`src/rtl/sim_memory_model_arb_pkg.sv`:
```
// Shared types and default widths for the simulation memory model request
// arbiter: FSM state encoding, requester port id, and default sizes.
package sim_memory_model_arb_pkg;

    localparam int ARB_N        = 64;
    localparam int ARB_RN       = 32;
    localparam int ARB_OQ_DEPTH = 16;
    localparam int ARB_OQ_D_N   = 4;

    typedef enum logic [1:0] {
        ARB_IDLE  = 2'd0,
        ARB_LOCK0 = 2'd1,
        ARB_LOCK1 = 2'd2
    } arb_state_e;

    // 0 = port 0 (e.g. fetch), 1 = port 1 (e.g. load/store)
    typedef logic port_id_t;

endpackage

```
`src/rtl/sim_memory_model_req_arbiter_if.sv`:
```
// Bus bundle between the two requesters, the arbiter and the memory model
// request/response path. The slave view belongs to the arbiter; the master
// view belongs to whatever drives the requesters and the memory model.
interface sim_memory_model_req_arbiter_if #(
    parameter int N  = 64,
    parameter int RN = 32
);
    logic          iP0_REQ;
    logic          iP1_REQ;
    logic          iP0_LAST;
    logic          iP1_LAST;
    logic [N-1:0]  iP0_DATA;
    logic [N-1:0]  iP1_DATA;
    logic          oP0_BUSY;
    logic          oP1_BUSY;
    logic          oP0_VALID;
    logic          oP1_VALID;
    logic [RN-1:0] oP0_DATA;
    logic [RN-1:0] oP1_DATA;
    logic          oMEM_REQ;
    logic [N-1:0]  oMEM_DATA;
    logic          iMEM_BUSY;
    logic          iMEM_VALID;
    logic [RN-1:0] iMEM_DATA;

    modport slave (
        input  iP0_REQ, iP1_REQ, iP0_LAST, iP1_LAST, iP0_DATA, iP1_DATA,
        output oP0_BUSY, oP1_BUSY, oP0_VALID, oP1_VALID, oP0_DATA, oP1_DATA,
        output oMEM_REQ, oMEM_DATA,
        input  iMEM_BUSY, iMEM_VALID, iMEM_DATA
    );

    modport master (
        output iP0_REQ, iP1_REQ, iP0_LAST, iP1_LAST, iP0_DATA, iP1_DATA,
        input  oP0_BUSY, oP1_BUSY, oP0_VALID, oP1_VALID, oP0_DATA, oP1_DATA,
        input  oMEM_REQ, oMEM_DATA,
        output iMEM_BUSY, iMEM_VALID, iMEM_DATA
    );

endinterface

```
`src/rtl/sim_memory_model_arb_order_queue.sv`:
```
// Order queue: 1-bit-wide synchronous FIFO recording which port issued each
// outstanding memory beat. Pointers carry one extra wrap bit so occupancy is
// simply write pointer minus read pointer. DEPTH must be a power of two.
module sim_memory_model_arb_order_queue
    import sim_memory_model_arb_pkg::*;
#(
    parameter int DEPTH = ARB_OQ_DEPTH,
    parameter int D_N   = ARB_OQ_D_N
)(
    input  logic         iCLOCK,
    input  logic         inRESET,
    input  logic         iFLUSH,
    input  logic         iPUSH,
    input  port_id_t     iPUSH_ID,
    input  logic         iPOP,
    output port_id_t     oHEAD,
    output logic         oFULL,
    output logic         oEMPTY,
    output logic [D_N:0] oCOUNT
);

    localparam logic [D_N:0] PTR_ONE = (D_N+1)'(1);
    localparam logic [D_N:0] CAP     = (D_N+1)'(DEPTH);

    logic [D_N:0] wptr_q, wptr_d;
    logic [D_N:0] rptr_q, rptr_d;
    logic         wr_en;
    port_id_t     mem_q [DEPTH];

    assign oCOUNT = wptr_q - rptr_q;
    assign oFULL  = (oCOUNT == CAP);
    assign oEMPTY = (wptr_q == rptr_q);
    assign oHEAD  = mem_q[rptr_q[D_N-1:0]];

    // Pointer advance; a flush discards every entry at once.
    always_comb begin
        wptr_d = wptr_q;
        rptr_d = rptr_q;
        wr_en  = 1'b0;
        if (iFLUSH) begin
            wptr_d = '0;
            rptr_d = '0;
        end else begin
            if (iPUSH && !oFULL) begin
                wptr_d = wptr_q + PTR_ONE;
                wr_en  = 1'b1;
            end
            if (iPOP && !oEMPTY) begin
                rptr_d = rptr_q + PTR_ONE;
            end
        end
    end

    // Pointer registers with asynchronous clear.
    always_ff @(posedge iCLOCK or negedge inRESET) begin
        if (!inRESET) begin
            wptr_q <= '0;
            rptr_q <= '0;
        end else begin
            wptr_q <= wptr_d;
            rptr_q <= rptr_d;
        end
    end

    // Id storage; contents are meaningless until written, so no reset.
    always_ff @(posedge iCLOCK) begin
        if (wr_en) begin
            mem_q[wptr_q[D_N-1:0]] <= iPUSH_ID;
        end
    end

endmodule

```
`src/rtl/sim_memory_model_req_arbiter.sv`:
```
// Two-port request arbiter and response router for the simulation memory
// model. Grants one beat per cycle, holds the grant across a burst until its
// LAST beat, and routes each response to the port that issued the matching
// beat in issue order.
// Build option: SIM_MEMORY_MODEL_ARB_FIXED_PRIORITY_EN makes port 0 always win
// a contested IDLE cycle; otherwise a round-robin pointer alternates.
module sim_memory_model_req_arbiter
    import sim_memory_model_arb_pkg::*;
#(
    parameter int N        = ARB_N,
    parameter int RN       = ARB_RN,
    parameter int OQ_DEPTH = ARB_OQ_DEPTH,
    parameter int OQ_D_N   = ARB_OQ_D_N
)(
    input  logic                           iCLOCK,
    input  logic                           inRESET,
    input  logic                           iREMOVE,
    sim_memory_model_req_arbiter_if.slave  bus,
    output logic [OQ_D_N:0]                oOUTSTANDING,
    output logic                           oERR
);

    localparam logic [1:0] IDLE  = ARB_IDLE;
    localparam logic [1:0] LOCK0 = ARB_LOCK0;
    localparam logic [1:0] LOCK1 = ARB_LOCK1;

    logic [1:0]    state_q, state_d;
    logic          rr_q, rr_d;
    logic          err_q, err_d;

    logic          active;
    logic          can_push;
    logic          win_vld;
    port_id_t      win_id;
    logic          win_last;
    logic          accept;
    logic [N-1:0]  win_data;
    logic          rsp;
    logic          pop;
    logic [RN-1:0] rsp_data;

    logic          oq_full;
    logic          oq_empty;
    port_id_t      oq_head;

    sim_memory_model_arb_order_queue #(
        .DEPTH (OQ_DEPTH),
        .D_N   (OQ_D_N)
    ) u_order_queue (
        .iCLOCK   (iCLOCK),
        .inRESET  (inRESET),
        .iFLUSH   (iREMOVE),
        .iPUSH    (accept),
        .iPUSH_ID (win_id),
        .iPOP     (pop),
        .oHEAD    (oq_head),
        .oFULL    (oq_full),
        .oEMPTY   (oq_empty),
        .oCOUNT   (oOUTSTANDING)
    );

    assign oERR = err_q;

    // Pick the eligible winner: the locked port during a burst, else arbitrate.
    always_comb begin
        win_vld = 1'b0;
        win_id  = 1'b0;
        case (state_q)
            LOCK0: begin
                win_vld = bus.iP0_REQ;
                win_id  = 1'b0;
            end
            LOCK1: begin
                win_vld = bus.iP1_REQ;
                win_id  = 1'b1;
            end
            default: begin
                win_vld = bus.iP0_REQ | bus.iP1_REQ;
                if (bus.iP0_REQ && bus.iP1_REQ) begin
`ifdef SIM_MEMORY_MODEL_ARB_FIXED_PRIORITY_EN
                    win_id = 1'b0;
`else
                    win_id = rr_q;
`endif
                end else begin
                    win_id = bus.iP1_REQ;
                end
            end
        endcase
    end

    // Accept and route combinationally; reset and flush block both paths.
    always_comb begin
        active   = inRESET && !iREMOVE;
        can_push = !bus.iMEM_BUSY && !oq_full;
        accept   = active && win_vld && can_push;
        win_last = win_id ? bus.iP1_LAST : bus.iP0_LAST;
        win_data = win_id ? bus.iP1_DATA : bus.iP0_DATA;
        rsp      = active && bus.iMEM_VALID;
        pop      = rsp && !oq_empty;
        rsp_data = bus.iMEM_DATA;

        bus.oMEM_REQ  = accept;
        bus.oMEM_DATA = accept ? win_data : '0;
        bus.oP0_BUSY  = !(accept && !win_id);
        bus.oP1_BUSY  = !(accept && win_id);
        bus.oP0_VALID = pop && !oq_head;
        bus.oP1_VALID = pop && oq_head;
        bus.oP0_DATA  = (pop && !oq_head) ? rsp_data : '0;
        bus.oP1_DATA  = (pop && oq_head)  ? rsp_data : '0;
    end

    // Next grant state, round-robin pointer and sticky error.
    always_comb begin
        state_d = state_q;
        rr_d    = rr_q;
        err_d   = err_q;
        if (iREMOVE) begin
            state_d = IDLE;
            rr_d    = 1'b0;
            err_d   = 1'b0;
        end else begin
            if (accept) begin
                if (win_last) begin
                    state_d = IDLE;
                    rr_d    = !win_id;
                end else begin
                    state_d = win_id ? LOCK1 : LOCK0;
                end
            end
            if (rsp && oq_empty) begin
                err_d = 1'b1;
            end
        end
    end

    // Control registers with asynchronous active-low reset.
    always_ff @(posedge iCLOCK or negedge inRESET) begin
        if (!inRESET) begin
            state_q <= IDLE;
            rr_q    <= 1'b0;
            err_q   <= 1'b0;
        end else begin
            state_q <= state_d;
            rr_q    <= rr_d;
            err_q   <= err_d;
        end
    end

endmodule

```
`src/flat_wrapper.sv`:
```
// flat-port wrapper written by rule: the top's interface ports become plain ports
module sim_memory_model_req_arbiter_flat import sim_memory_model_arb_pkg::*;
#(
    parameter int N        = ARB_N,
    parameter int RN       = ARB_RN,
    parameter int OQ_DEPTH = ARB_OQ_DEPTH,
    parameter int OQ_D_N   = ARB_OQ_D_N
)
  (iCLOCK, inRESET, iREMOVE, oOUTSTANDING, oERR, bus_iP0_REQ, bus_iP1_REQ, bus_iP0_LAST, bus_iP1_LAST, bus_iP0_DATA, bus_iP1_DATA, bus_oP0_BUSY, bus_oP1_BUSY, bus_oP0_VALID, bus_oP1_VALID, bus_oP0_DATA, bus_oP1_DATA, bus_oMEM_REQ, bus_oMEM_DATA, bus_iMEM_BUSY, bus_iMEM_VALID, bus_iMEM_DATA);
  sim_memory_model_req_arbiter_if #(.N(N), .RN(RN)) bus_i ();
  input  logic iCLOCK;
  input  logic inRESET;
  input  logic iREMOVE;
  output logic [OQ_D_N:0] oOUTSTANDING;
  output logic oERR;
  input wire logic [$bits(bus_i.iP0_REQ)-1:0] bus_iP0_REQ;
  input wire logic [$bits(bus_i.iP1_REQ)-1:0] bus_iP1_REQ;
  input wire logic [$bits(bus_i.iP0_LAST)-1:0] bus_iP0_LAST;
  input wire logic [$bits(bus_i.iP1_LAST)-1:0] bus_iP1_LAST;
  input wire logic [$bits(bus_i.iP0_DATA)-1:0] bus_iP0_DATA;
  input wire logic [$bits(bus_i.iP1_DATA)-1:0] bus_iP1_DATA;
  output wire logic [$bits(bus_i.oP0_BUSY)-1:0] bus_oP0_BUSY;
  output wire logic [$bits(bus_i.oP1_BUSY)-1:0] bus_oP1_BUSY;
  output wire logic [$bits(bus_i.oP0_VALID)-1:0] bus_oP0_VALID;
  output wire logic [$bits(bus_i.oP1_VALID)-1:0] bus_oP1_VALID;
  output wire logic [$bits(bus_i.oP0_DATA)-1:0] bus_oP0_DATA;
  output wire logic [$bits(bus_i.oP1_DATA)-1:0] bus_oP1_DATA;
  output wire logic [$bits(bus_i.oMEM_REQ)-1:0] bus_oMEM_REQ;
  output wire logic [$bits(bus_i.oMEM_DATA)-1:0] bus_oMEM_DATA;
  input wire logic [$bits(bus_i.iMEM_BUSY)-1:0] bus_iMEM_BUSY;
  input wire logic [$bits(bus_i.iMEM_VALID)-1:0] bus_iMEM_VALID;
  input wire logic [$bits(bus_i.iMEM_DATA)-1:0] bus_iMEM_DATA;
  assign bus_i.iP0_REQ = bus_iP0_REQ;
  assign bus_i.iP1_REQ = bus_iP1_REQ;
  assign bus_i.iP0_LAST = bus_iP0_LAST;
  assign bus_i.iP1_LAST = bus_iP1_LAST;
  assign bus_i.iP0_DATA = bus_iP0_DATA;
  assign bus_i.iP1_DATA = bus_iP1_DATA;
  assign bus_oP0_BUSY = bus_i.oP0_BUSY;
  assign bus_oP1_BUSY = bus_i.oP1_BUSY;
  assign bus_oP0_VALID = bus_i.oP0_VALID;
  assign bus_oP1_VALID = bus_i.oP1_VALID;
  assign bus_oP0_DATA = bus_i.oP0_DATA;
  assign bus_oP1_DATA = bus_i.oP1_DATA;
  assign bus_oMEM_REQ = bus_i.oMEM_REQ;
  assign bus_oMEM_DATA = bus_i.oMEM_DATA;
  assign bus_i.iMEM_BUSY = bus_iMEM_BUSY;
  assign bus_i.iMEM_VALID = bus_iMEM_VALID;
  assign bus_i.iMEM_DATA = bus_iMEM_DATA;
  sim_memory_model_req_arbiter #(.N(N), .RN(RN), .OQ_DEPTH(OQ_DEPTH), .OQ_D_N(OQ_D_N)) u_core (.iCLOCK(iCLOCK), .inRESET(inRESET), .iREMOVE(iREMOVE), .bus(bus_i), .oOUTSTANDING(oOUTSTANDING), .oERR(oERR));
endmodule
```
`config.mk`:
```
export PLATFORM = sky130hd
export DESIGN_NAME = sim_memory_model_req_arbiter_flat
export DESIGN_NICKNAME = d
export VERILOG_FILES = /design/src/rtl/sim_memory_model_arb_pkg.sv /design/src/rtl/sim_memory_model_req_arbiter_if.sv /design/src/rtl/sim_memory_model_arb_order_queue.sv /design/src/rtl/sim_memory_model_req_arbiter.sv /design/src/flat_wrapper.sv
export SDC_FILE = /design/constraint.sdc
export NUM_CORES = 1
export LEC_CHECK = 0
export ABC_AREA = 1
export CORE_ASPECT_RATIO = 0.6
export CORE_MARGIN = 10
export CORE_UTILIZATION = 31
export CTS_CLUSTER_SIZE = 8
export DETAILED_ROUTE_END_ITERATION = 16
export PLACE_DENSITY = 0.82
export RECOVER_POWER = 100
export SLEW_MARGIN = 20
export SYNTH_ARGS = -nofsm -noshare
export SYNTH_HDL_FRONTEND = slang
export SYNTH_SLANG_ARGS = --single-unit
```
`constraint.sdc`:
```
create_clock -name iCLOCK -period 3 [get_ports iCLOCK]
set_input_delay 0.45 -clock iCLOCK [delete_from_list [all_inputs] [get_ports iCLOCK]]
set_output_delay 0.45 -clock iCLOCK [all_outputs]
set_load 0.1 [all_outputs]
```
==> results of run 1 <==
## final timing paths
kind                                                start                             end  slack [ns]  cells past startpoint
setup / recovery           u_core.u_order_queue.rptr_q[0]                 bus_oP0_DATA[0]        -0.1                     12
hold / removal                                u_core.rr_q                     u_core.rr_q        0.53                      2
setup reg to reg           u_core.u_order_queue.wptr_q[0]   u_core.u_order_queue.mem_q[2]        0.24                     14
hold reg to reg                               u_core.rr_q                     u_core.rr_q        0.53                      2
max in group asynchronous                         inRESET  u_core.u_order_queue.rptr_q[1]        1.52                      2
min in group asynchronous                         inRESET  u_core.u_order_queue.rptr_q[3]        0.87                      2
## cells by family after synthesis
logic type	Yosys count	share of synthesized area, %
xor gates and xnor gates	4	1.060
DFF	30	25.13
and+or+nand+nor	302	35.77
adders and majority gates	12	4.769
AOI/OAI and AO/OA	93	20.44
buffers and inverters	92	12.83
## cell type report
cell class                      count  share of cell area [%]
Multi-Input combinational cell    412                   33.68
Clock buffer                        6                   1.346
Inverter                           62                   2.573
Clock inverter                      2                 0.09144
Antenna cell                        1                 0.02613
Sequential cell                    30                   8.687
Timing Repair Buffer              348                   51.78
Tap cell                          139                   1.816
## power breakdown
group	leakage (nW)	internal, W	switching (W)
Combinational	3.29	0.000709	0.00127
Clock	0.0683	0.000303	0.000185
Sequential	0.336	0.000459	0.0000179
Total	3.69	0.00147	0.00148
## placed cells by master (no fill, tap or decap), types with 2 or more instances in the layout
master / count
nand2_8: 4
nor2_1: 31
clkdlybuf4s50_1: 167
nand2_2: 7
nand2_1: 171
clkbuf_1: 3
clkinvlp_4: 3
buf_12: 144
buf_6: 6
a21oi_4: 64
nor2_2: 6
o21ai_1: 7
inv_2: 8
clkbuf_16: 9
ha_1: 8
nor3_1: 3
xor2_1: 3
o21ai_0: 11
nand3_4: 2
buf_16: 2
edfxtp_1: 16
nand3_1: 12
nor2_4: 59
ha_4: 3
o211ai_1: 5
inv_1: 50
dfrtp_1: 13
a21oi_1: 3
buf_4: 22
or2_1: 2
## per-layer routing
layer | share of wire, % | GRT usage (%) | vias to the layer above
met1 | 32 | 28.64 | 2579
met3 | 11 | 9.436 | 141
met5 | 0 | 0 | -
met4 | 6.3 | 8.102 | 0
li1 | - | - | 2323
met2 | 50 | 52.25 | 489
## metrics by stage
stage	setup TNS [ns]	hold WS [ns]	setup slack, ns	std cells	total power [W]
finish	-2.614	0.5332	-0.09737	1000	0.002947
global route	-4.617	0.5328	-0.1384	999	0.003020
CTS	-0.005734	0.4981	-0.005734	986	0.002803
detailed placement	0	0.4872	0.1694	974	0.002307
global placement	0	0.4640	0.2731	974	0.002248
floorplan	-19.28	0.1544	-0.3170	533	0.001606
## worst max-delay path, stage by stage, from the launching register on
cell and delay [ns]:
dfrtp_1 0.40, buf_4 0.24, inv_2 0.12, o21ai_0 0.20, nand2_1 0.16, nand3_1 0.15, nand2_1 0.11, inv_1 0.14
nand3_4 0.16, buf_6 0.18, buf_4 0.14, nor2_2 0.16, buf_12 0.20
## state kept, by name (all words and copies together), names as in the netlist
register	cells
u_core.oERR	1
u_core.rr_q	1
u_core.state_q	2
u_core.u_order_queue.mem_q	16
u_core.u_order_queue.rptr_q	5
u_core.u_order_queue.wptr_q	5
## timing repair
action | in CTS | in global routing
endpoints found under the setup margin | 93 | 130
buffers inserted | 4 | 8
gates cloned | 0 | 5
pin swaps | 2 | 9
endpoints found under the hold margin | 0 | 0
resized for setup | 6 | 25
==> results_dict.tcl, run 1 <==
set metrics [dict create \
    irDropWorstVdd_v 0.0002663 \
    avgSynthCellArea_um2 6.202 \
    totalWireLength_mm 26.88 \
    grt_max_degree 51 \
    syn_area_mm2 0.003306 \
    asyncSetResetFlopFracSynth_pct 46.67 \
    place_hpwl_mm 19.23 \
    synth_top_area_share_pct 20.33 \
    synth.yosys.warnings 0 \
    route.detailed.drc 0 \
    port_buffers 307 \
    die_area_mm2 0.01533 \
    cp_data_required_time_ns 2.55 \
    path_clk_slew_ns 0.05 \
    nFillCells 345 \
    vias 5532 \
    stdcell_area_mm2 0.009578 \
    cts-hold-fix-buffers 0 \
    drtAntennaViolNets 0 \
    path_max_fanout 13 \
    finClkSkew_ns 0.007973 \
    fin_nets 1040 \
    drt-initial-drc-count 551 \
    die_y_um 99.99 \
    synth_ff_type "edfxtp_1" \
    first_pass_iters 6 \
    status "finished with violations" \
    worst_slew_pin_slew_ns 1.249 \
    cts_tree "done" \
    synth.largest_area_cell "nand2_1" \
    drv_slew 0 \
    numCtsBuffers 5 \
    synth-edff-count 16 \
    start_kind "flop" \
    avgRoutedWirePerCell_um 26.88 \
    synth_common_cells "nand2_1, nor2_1, inv_1" \
    critPathKind "flop to primary output" \
    period_needed_ns 3.097 \
    cp-end-kind "primary output" \
    maxCapViolations 0 \
    grt_pass1_wl_mm 33.78 \
    ys_ff_latch 30 \
    root_buffer "clkbuf_16" \
    htreeDepth 2 \
    synthesis.nets 714 \
    fin_ws_ns -0.09737 \
    die_width_um 153.3 \
    hold_viol_final 0 \
    postLayoutCoreUtil_pct 91.34 \
    grt-ovfl-total 0 \
    final_layout_size_suffix_gt1_share_pct 40.58 \
    register_area_um2 832.0 \
    initial_core_util_pct 31.52 \
    powerDensity_mw_per_mm2 307.7 \
    clockBufferDepth 2 \
    yosys.cell_types.count 28 \
    dpl-instance-area_mm2 0.009100 \
    multi_input_area_mm2 0.003226 \
    grt_pass1_vias 5496 \
    hold_class "flop to flop" \
    leakage_nw 3.690 \
    ys_seq_area_share_pct 25.13 \
    areaGrowthSynthToFinish_pct 189.7 \
    synthCells 533 \
    clock_latency_ns 0.29 \
    failed_checks "setup timing" \
    synthTopCellsByArea "nand2_1, edfxtp_1, a21oi_2" \
    setup_viol_count_final 55 \
    io_pins 308 \
    num_rows 29 \
    cts_num_sinks 30 \
    core-area_mm2 0.01049 \
    antenna_found_initial 0 \
    worstPathArrival_ns 2.65 \
    track_usage_pct 27.67 \
    fin_crit_sh_pct 103.2 \
    yosysMostFrequentCell "nand2_1" \
    timing.slew.headroom_pct 17.12 \
    fmax_mhz 322.9 \
    grt_setup_unrepaired "true" \
    via_per_inst 5.532 \
    place_congestion 0.8899 \
]
(Power assumes the default switching activity.)
==> run 2, diff against run 1 <==
SLEW_MARGIN = 0   (was 20)
==> results of run 2 <==
No change in the layout: final DEF, timing and power equal those of run 1.
==> run 3, diff against run 2 <==
CORE_ASPECT_RATIO = not set   (was 0.6)
==> results_dict.tcl, run 3 (synthesized netlist as in run 1, its figures left out) <==
set metrics [dict create \
    min_from "u_core.oERR" \
    fmax_mhz 327.0 \
    start_kind "flop" \
    io_pins 308 \
    use_met1_pct 27.49 \
    grt_max_degree 67 \
    failed_checks "setup timing" \
    worstPathArrival_ns 2.61 \
    route.detailed.drc 0 \
    port_buffers 307 \
    cts_tree "done" \
    hold_class "flop to flop" \
    status "finished with violations" \
    final_common_cell "nand2_1" \
    first_pass_iters 5 \
    startpoint "u_core.u_order_queue.rptr_q[0]" \
    avgRoutedWirePerCell_um 26.90 \
    holdWs_ns 0.5318 \
    numCtsBuffers 5 \
    path_max_fanout 13 \
    irDropWorstVdd_v 0.0001947 \
    maxCapViolations 0 \
    setup_viol_count_final 39 \
    final_cell_count_no_fill 999 \
    powerDensity_mw_per_mm2 294.9 \
    final_cell_mix "nand2_1, clkdlybuf4s50_1, buf_12" \
    path_clk_slew_ns 0.07 \
    place_hpwl_mm 19.09 \
    track_usage_pct 29.79 \
    drt-initial-drc-count 433 \
    final_layout_size_suffix_gt1_share_pct 40.60 \
    critPathKind "flop to primary output" \
    antenna_found_initial 0 \
    cp-end-kind "primary output" \
    grt_pass1_wl_mm 34.73 \
    grt_setup_unrepaired "true" \
    areaGrowthSynthToFinish_pct 188.5 \
    fin_crit_sh_pct 101.9 \
    initial_core_util_pct 31.88 \
    die_area_mm2 0.01519 \
    die_width_um 123.3 \
    clock_latency_ns 0.30 \
    worst_slew_pin_slew_ns 1.211 \
    finClkSkew_ns 0.007186 \
    largest_register_ffs 16 \
    fin_nets 1042 \
    r2r-start "u_core.u_order_queue.wptr_q[0]" \
    cp_data_required_time_ns 2.55 \
    root_buffer "clkbuf_8" \
    via_per_inst 5.523 \
    drtAntennaViolNets 0 \
    fin_ws_ns -0.05848 \
    post-place-ws_ns 0.1146 \
    hold_viol_final 0 \
    clockBufferDepth 2 \
    place_inst 969 \
    tns_ns -0.9691 \
    timing.slew.headroom_pct 19.58 \
    cts_num_sinks 30 \
    busiest_layer "met2" \
    leakage_nw 3.683 \
    drv_slew 0 \
    place_congestion 0.9314 \
    grt-ovfl-total 0 \
    die_y_um 123.3 \
    period_needed_ns 3.058 \
    totalWireLength_mm 26.87 \
    core-area_mm2 0.01037 \
    use_met3_pct 9.070 \
    htreeDepth 2 \
    grt_pass1_vias 5828 \
    grtUsageMet2_pct 58.06 \
    vias 5517 \
    num_rows 37 \
]
run 3: worst paths after layout:
path	end	slack (ns)	depth (start not counted)
max	bus_oP1_DATA[13]	-0.06	13
min	u_core.oERR	0.53	1
max reg2reg	u_core.u_order_queue.mem_q[0]	0.31	13
min reg2reg	u_core.oERR	0.53	1
max in group asynchronous	u_core.u_order_queue.rptr_q[1]	1.46	2
min in group asynchronous	u_core.u_order_queue.rptr_q[2]	0.89	2
run 3: report_power, final:
part / leakage, nW / internal (W) / switching, W
clock network: 0.0426 / 0.000160 / 0.000172
registers: 0.336 / 0.000457 / 0.0000173
logic: 3.30 / 0.000721 / 0.00129
total: 3.68 / 0.00134 / 0.00147
run 3: layer usage:
metal	wire length, µm	part of all wire [%]
met1	8296	31
met2	13910	52
met3	2703	10
met4	1957	7.3
met5	0	0
run 3: final cells by class:
cell class / instances / area [µm²]
multi-input combinational: 412 / 3209
antenna: 1 / 2.502
fill: 353 / 833.3
clock inverter: 2 / 8.758
sequential: 30 / 832.0
tap: 136 / 170.2
timing repair buffer: 350 / 4987
clock buffer: 6 / 72.57
inverter: 62 / 254.0
run 3: timing repair:
action / in CTS / in global routing
pin swaps: 2 / 7
setup endpoints to repair: 114 / 133
setup buffers: 5 / 9
gates resized for setup: 15 / 25
hold buffers: 0 / 0
cloned: 2 / 5
run 3: metrics by stage:
stage / total power, W / util (%) / cell area (µm²)
3_5_place_dp: 0.002291 / 87.09 / 9031
6_report: 0.002813 / 91.96 / 9537
2_1_floorplan: 0.001606 / - / 4452
4_1_cts: 0.002632 / 89.58 / 9289
5_1_grt: 0.002892 / 91.94 / 9534
3_3_place_gp: 0.002237 / 87.09 / 9031
run 3: worst max-delay path: stages (launching register included):
cell and delay (ns):
dfrtp_1 0.41, buf_4 0.20, inv_2 0.14, nor2_1 0.08
nor2_1 0.17, o21ai_1 0.13, o211ai_1 0.15, nand3_2 0.16
nand2_2 0.17, nand2_8 0.09, buf_12 0.14, buf_16 0.15
nor2_4 0.12, buf_12 0.18
